==> config.mk <==
export PLATFORM = sky130hd
export DESIGN_NAME = io_bus_fabric
export DESIGN_NICKNAME = d
export VERILOG_FILES = /design/src/rtl/io_bus_fabric.sv
export SDC_FILE = /design/constraint.sdc
export NUM_CORES = 1
export LEC_CHECK = 0
export CAP_MARGIN = 20
export CORE_AREA = 3 3 122 124
export DETAILED_ROUTE_END_ITERATION = 10
export DIE_AREA = 0 0 125 127
export PLACE_DENSITY_LB_ADDON = 0.25
export SYNTH_ARGS = -nofsm -noshare
export SYNTH_HDL_FRONTEND = slang
export SYNTH_SLANG_ARGS = --single-unit
==> constraint.sdc <==
create_clock -name clk -period 2.6 [get_ports clk]
set_input_delay 0.78 -clock clk [delete_from_list [all_inputs] [get_ports clk]]
set_output_delay 0.78 -clock clk [all_outputs]
set_load 0.1 [all_outputs]
==> src/rtl/io_bus_fabric.sv <==
// Routes one core load/store port to N_SLOTS memory-mapped slaves with ready handshake,
// registered read return and fault reporting. Optional access timeout: BUS_TIMEOUT_EN.
module io_bus_fabric #(
   parameter int          N_SLOTS     = 4,
   parameter int          SLOT_LSB    = 12,
   parameter int          SLOT_W      = 4,
   parameter int          TIMEOUT_CYC = 255,
   parameter logic [31:0] ERR_DATA    = 32'hDEAD_BEEF
) (
   input  logic                   clk,
   input  logic                   rst,
   input  logic [31:0]            m_addr,
   input  logic [31:0]            m_wd,
   input  logic                   m_we,
   input  logic                   m_re,
   input  logic [1:0]             m_ctrl,
   output logic [31:0]            m_rd,
   output logic                   m_ready,
   output logic                   m_fault,
   output logic [7:0]             fault_cnt,
   output logic [N_SLOTS-1:0]     s_sel,
   output logic                   s_we,
   output logic [31:0]            s_addr,
   output logic [31:0]            s_wd,
   output logic [1:0]             s_ctrl,
   input  logic [32*N_SLOTS-1:0]  s_rd,
   input  logic [N_SLOTS-1:0]     s_ready
);

   // state  | meaning
   // IDLE   | waiting for m_we/m_re, decodes slot
   // ACCESS | slave selected, waiting for its ready
   // RESP   | one-cycle m_ready pulse (m_fault qualifies it)
   typedef enum logic [1:0] {IDLE, ACCESS, RESP} state_t;

   localparam logic [31:0] OFF_MASK = (32'd1 << SLOT_LSB) - 32'd1;

   state_t               state, state_nxt;
   logic [31:0]          m_rd_nxt, s_addr_nxt, s_wd_nxt, rd_sel;
   logic                 m_ready_nxt, m_fault_nxt, s_we_nxt, rdy, slot_ok;
   logic [7:0]           fault_cnt_nxt;
   logic [N_SLOTS-1:0]   s_sel_nxt, dec;
   logic [1:0]           s_ctrl_nxt;
   logic [SLOT_W-1:0]    slot;
   logic                 addr_unused;

`ifdef BUS_TIMEOUT_EN
   localparam int TW = $clog2(TIMEOUT_CYC + 1);
   logic [TW-1:0] tmo_cnt, tmo_cnt_nxt;
`endif

   assign slot        = m_addr[SLOT_LSB +: SLOT_W];
   assign slot_ok     = 32'(slot) < 32'(N_SLOTS);
   assign rdy         = |(s_ready & s_sel);
   assign addr_unused = ^m_addr;

   always_comb begin
      dec    = '0;
      rd_sel = '0;
      for (int k = 0; k < N_SLOTS; k++) begin
         dec[k] = (32'(slot) == 32'(k));
         if (s_sel[k]) rd_sel = rd_sel | s_rd[32*k +: 32];
      end
   end

   always_comb begin
      state_nxt     = state;
      m_rd_nxt      = m_rd;
      m_ready_nxt   = 1'b0;
      m_fault_nxt   = 1'b0;
      fault_cnt_nxt = fault_cnt;
      s_sel_nxt     = s_sel;
      s_we_nxt      = s_we;
      s_addr_nxt    = s_addr;
      s_wd_nxt      = s_wd;
      s_ctrl_nxt    = s_ctrl;
`ifdef BUS_TIMEOUT_EN
      tmo_cnt_nxt   = tmo_cnt;
`endif
      unique case (state)
         IDLE: begin
            if (m_we || m_re) begin
               s_addr_nxt = m_addr & OFF_MASK;
               s_wd_nxt   = m_wd;
               s_ctrl_nxt = m_ctrl;
               if (slot_ok) begin
                  s_sel_nxt = dec;
                  s_we_nxt  = m_we;
                  state_nxt = ACCESS;
`ifdef BUS_TIMEOUT_EN
                  tmo_cnt_nxt = '0;
`endif
               end else begin
                  // unmapped slot: nothing is selected, the write is dropped
                  m_ready_nxt = 1'b1;
                  m_fault_nxt = 1'b1;
                  m_rd_nxt    = ERR_DATA;
                  if (fault_cnt != 8'hFF) fault_cnt_nxt = fault_cnt + 8'd1;
                  state_nxt   = RESP;
               end
            end
         end
         ACCESS: begin
            if (rdy) begin
               m_rd_nxt    = rd_sel;
               s_sel_nxt   = '0;
               s_we_nxt    = 1'b0;
               m_ready_nxt = 1'b1;
               state_nxt   = RESP;
            end
`ifdef BUS_TIMEOUT_EN
            else if (tmo_cnt == TW'(TIMEOUT_CYC - 1)) begin
               s_sel_nxt   = '0;
               s_we_nxt    = 1'b0;
               m_ready_nxt = 1'b1;
               m_fault_nxt = 1'b1;
               m_rd_nxt    = ERR_DATA;
               if (fault_cnt != 8'hFF) fault_cnt_nxt = fault_cnt + 8'd1;
               state_nxt   = RESP;
            end else begin
               tmo_cnt_nxt = tmo_cnt + 1'b1;
            end
`endif
         end
         RESP:    state_nxt = IDLE;
         default: state_nxt = IDLE;
      endcase
   end

   always_ff @(posedge clk) begin
      if (rst) begin
         state     <= IDLE;
         m_rd      <= '0;
         m_ready   <= 1'b0;
         m_fault   <= 1'b0;
         fault_cnt <= '0;
         s_sel     <= '0;
         s_we      <= 1'b0;
         s_addr    <= '0;
         s_wd      <= '0;
         s_ctrl    <= '0;
`ifdef BUS_TIMEOUT_EN
         tmo_cnt   <= '0;
`endif
      end else begin
         state     <= state_nxt;
         m_rd      <= m_rd_nxt;
         m_ready   <= m_ready_nxt;
         m_fault   <= m_fault_nxt;
         fault_cnt <= fault_cnt_nxt;
         s_sel     <= s_sel_nxt;
         s_we      <= s_we_nxt;
         s_addr    <= s_addr_nxt;
         s_wd      <= s_wd_nxt;
         s_ctrl    <= s_ctrl_nxt;
`ifdef BUS_TIMEOUT_EN
         tmo_cnt   <= tmo_cnt_nxt;
`endif
      end
   end

endmodule

Yosys cells after proc, flatten, opt, wreduce, memory -nomap -nowiden --
Index checks and enable logic that the tools add are counted.
Storage, ports and cells: word-level logic and storage cells 62, output and inout bits 113, bits in writable memories 0, bits in read-only memories 0, memories 0, latch bits 0, bits in registers 95
Cells by class: equal/unequal tests 9, multipliers 0, bitwise gates (word level) 6, divide/modulo/power cells 0, reduce and logical (&&, ||, !) cells 11, multiplexer cells 24, add/subtract/negate cells 1, shifts and indexed selects 0, magnitude comparators 1
Operators by type and width (count):
- two-way mux 32 bit | 7
- OR 32 bit | 3
- case mux 32 bit (2 select lines) | 1
- two-way mux 4 bit | 3
- AND reduction 4 bit | 3
- adder 8 x 1 -> 8 bit, second input constant | 1
- == test 4 x 2 -> 1 bit, second input constant | 2
- != test 2 bit, second input constant | 4
- != test 8 bit, second input constant | 1
- case mux 4 bit (2 select lines) | 1
- two-way mux 1 bit | 6
- two-way mux 2 bit | 3
- AND 4 bit | 1
- == test 4 x 1 -> 1 bit, second input constant | 1
- logical NOT 4 bit | 1
- < comparator 4 x 3 -> 1 bit, second input constant | 1
- case mux 1 bit (2 select lines) | 2
- case mux 2 bit (2 select lines) | 1
- AND reduction 2 bit | 2
- OR reduction 4 bit | 1
- == test 2 x 1 -> 1 bit, second input constant | 1
- logical NOT 2 bit | 1
- NOT 1 bit | 2
- nonzero test 2 bit | 1
- other kinds (2) | 2

Depth between registers and ports, before layout --
depth after elaboration 9, gate-level depth with buffers 7, gate-level depth less buffers 5

Worst setup path before layout --
OpenSTA, ideal clock, no wires.
kind flip-flop to flip-flop, from reg fault_cnt[1], to reg fault_cnt[4], stages on the path, launching flop included 5, data required time 2479 ps, buffers on the path 0, path slack 374 ps, arrival 2105 ps, path through dfxtp_1 > ha_1 > nand4_1 > nor4b_1 > mux2_2
Between the ends: cells in the longest elaborated chain, start to end 2, elaborated cells between the ends (all ways) 3, classes of those cells add/sub: 1; eq/ne: 1; reduce/logical: 1
Ends and longest elaborated chain:
- from (decl) | line 20 | output logic [7:0] fault_cnt,
- from (signal assigned) | line 150 | fault_cnt <= fault_cnt_nxt;
- parallel branches: the longest is 2 deep, another holds adder 8 x 1 -> 8 bit
Parallel ways; which one is timed is not known. A chain may end at the register's enable or synchronous reset.

Worst setup path in the final report --
from in m_we, to reg s_wd[11]
Between the ends: cells in the longest elaborated chain, start to end 2
Ends and longest elaborated chain:
- from (decl) | line 14 | input logic m_we,
- logical OR 1 bit | line 82 | if (m_we || m_re) begin
- AND reduction 2 bit (no source line)
- to (signal assigned) | line 154 | s_wd <= s_wd_nxt;
- to (decl) | line 24 | output logic [31:0] s_wd,
Every way passes these cells.

==> results.sh <==
export IMPL_post_route_util_pct=52.9
export IMPL_die_w_um=125
export IMPL_required_ns=2.86
export IMPL_ant_nets=0
export IMPL_io_pins=315
export IMPL_grt_pass1_vias=4836
export IMPL_route_detailed_drc=0
export IMPL_area_delta_synth_final_pct=67.2
export IMPL_multi_input_area_um2=2200
export IMPL_start_kind="primary input"
export IMPL_synth_edf_count=0
export IMPL_cp_max_fo=47
export IMPL_cp_data_arrival_time_ns=2.52
export IMPL_syn_area_um2=4390
export IMPL_final_cell_area_um2=7350
export IMPL_hold_buffers=0
export IMPL_min_path_type="flop to flop"
export IMPL_die_area_um2=15900
export IMPL_peakVddDrop_mv=0.285
export IMPL_hpwl_mm=12.4
export IMPL_numPortBuffers=278
export IMPL_clock_path_buffers=2
export IMPL_cp_end_kind="flop"
export IMPL_yosysWarnings=0
export IMPL_clock_skew_ns=0.00384
export IMPL_cts_buffers=9
export IMPL_cts_tree="yes"
export IMPL_hold_viol=0
export IMPL_cts_root_buffer="clkbuf_16"
export IMPL_tns_ns=0
export IMPL_ys_seq_area_share_pct=43.3
export IMPL_gr_total_overflow=0
export IMPL_grt_pass1_wl_mm=25.4
export IMPL_synth_seq_cells=95
export IMPL_finalNonFillerCells=976
export IMPL_power_per_cell_area_nw_per_um2=627
export IMPL_wl_per_cell_um=16.8
export IMPL_cap_violations=0
export IMPL_antenna_found_initial=2
export IMPL_synth_ff_type="dfxtp_1"
export IMPL_vias=4872
export IMPL_fin_nets=995
export IMPL_seqCellArea_um2=1900
export IMPL_dr_pass1_iters=4
export IMPL_clk_pin_slew_ns=0.06
export IMPL_ctsResizeCount=0
export IMPL_core_area_um2=13900
export IMPL_initial_utilization_pct=31.7
export IMPL_avgViaCountPerCell=4.99
export IMPL_antennaDiodeCount=0
export IMPL_synth_avg_cell_area_um2=8.18
export IMPL_worstSetupPathType="primary input to flop"
export IMPL_post_dp_cell_area_um2=7070
export IMPL_ys_types=43
export IMPL_period_needed_ns=2.26
export IMPL_drv_slew=0
export IMPL_num_fill_cells=1319
export IMPL_synthCells=537
export IMPL_status="completed"
export IMPL_worst_pin_slew_ns=1.02
export IMPL_dp_cells=961
export IMPL_p_total_mw=4.61
export IMPL_gp_congestion=0.835
export IMPL_clkSinkCount=95
export IMPL_drtIter0Drc=273
export IMPL_htreeDepth=3
export IMPL_drive_above_1_share_pct=16.5
export IMPL_grt_max_degree=55
export IMPL_wl_mm=16.4
export IMPL_setup_viol=0
export IMPL_post_cts_setup_buffers=0
export IMPL_max_slew_margin_pct=32.2
export IMPL_fin_crit_sh_pct=86.8
export IMPL_groute_usage_overall_pct=19.6
export IMPL_rsz0062_at_grt="false"
export IMPL_row_count=43
export IMPL_ys_async_sr_fraction_pct=0
export IMPL_insertion_delay_ns=0.33
export IMPL_fmax_mhz=443
export IMPL_p_leak_nw=2.79
export IMPL_die_h_um=127
==> synth_stat cells (all sizes together) (2+ instances only) <==
cell	instances	area, µm²
a21o	32	240
a21oi	81	405
a22o	2	17.5
a22oi	65	488
a31oi	3	18.8
and3	2	12.5
buf	41	270
clkbuf	27	103
dfxtp	95	1900
inv	2	7.51
mux2	3	37.5
mux2i	4	40.0
nand2	95	357
nand2b	5	31.3
nand3	13	65.1
nand3b	2	15.0
nor2	10	37.5
nor2b	5	31.3
nor3	8	45.0
o21ai	27	150
or2	3	18.8
==> metrics by stage <==
step / hold WS, ns / setup slack [ns]
after detailed placement: 0.447 / -0.0280
after CTS: 0.456 / 0.342
after floorplan: 0.537 / 0.374
after global placement: 0.444 / 0.0104
final: 0.456 / 0.344
after global routing: 0.472 / 0.143
==> report_power, final <==
part | internal, mW | switching [mW] | total [mW]
combinational | 0.483 | 1.21 | 1.70
clock | 0.738 | 0.541 | 1.28
sequential | 1.57 | 0.0620 | 1.63
total | 2.79 | 1.82 | 4.61
==> cell type report <==
type	instances	share of cell area (%)
inverter	2	0.102
timing repair buffer	293	37.2
clock inverter	4	0.647
sequential	95	25.9
tap	180	3.06
multi-input combinational	391	29.9
clock buffer	11	3.17
==> logic make-up (layout without fill, tap and decap cells) <==
logic type,after synthesis,in the layout,share of synthesized area [%]
compound gates,213,213,30.6
simple gates,150,150,15.3
flops,95,95,43.3
buf+inv,70,310,8.66
mux,7,7,1.77
fa+ha+maj,1,1,0.285
other cells,1,20,0.0853
==> flip-flops by register name (all words and copies together) (netlist names) <==
signal / count
s_addr: 12
s_sel: 4
m_ready: 1
m_fault: 1
state: 2
fault_cnt: 8
m_rd: 32
s_we: 1
s_ctrl: 2
s_wd: 32
==> metal layers <==
metal / vias to the layer above / part of all wire, % / GRT usage, %
met5: - / 0.20 / 0
met4: 4 / 1.7 / 6.19
met3: 22 / 6.7 / 4.52
met2: 171 / 53 / 35.0
met1: 2301 / 39 / 23.5
li1: 2374 / - / -
==> worst paths after layout <==
check / start / endpoint / slack (ns) / cells after the start
setup / recovery: m_we / s_wd[11]$_SDFFE_PP0P_ / 0.34 / 5
hold / removal: s_wd[19]$_SDFFE_PP0P_ / s_wd[19]$_SDFFE_PP0P_ / 0.46 / 2
setup reg to reg: state[1]$_SDFFE_PP0P_ / s_wd[11]$_SDFFE_PP0P_ / 0.78 / 4
hold reg to reg: s_wd[19]$_SDFFE_PP0P_ / s_wd[19]$_SDFFE_PP0P_ / 0.46 / 2
==> placed cells by master (no fill, tap or decap), types with 2 or more instances in the layout <==
master / count
a21o_1: 32
a21oi_1: 81
a22o_1: 2
a22oi_1: 65
a31oi_1: 3
and3_1: 2
buf_12: 6
buf_4: 103
clkbuf_1: 2
clkbuf_16: 9
clkdlybuf4s50_1: 184
clkinv_2: 2
conb_1: 20
dfxtp_1: 95
inv_1: 2
mux2_2: 2
mux2i_1: 4
nand2_1: 95
nand2b_1: 5
nand3_1: 13
nand3b_1: 2
nor2_1: 9
nor2b_1: 5
nor3_1: 7
o21ai_0: 23
o21ai_1: 2
o21ai_4: 2
==> critical path, stage by stage <==
cell and delay (ns):
clkdlybuf4s50_1 0.52, nor2_1 0.12, nor2_4 0.77, nand2_1 0.15
a21oi_1 0.16
(Power assumes the default switching activity.)
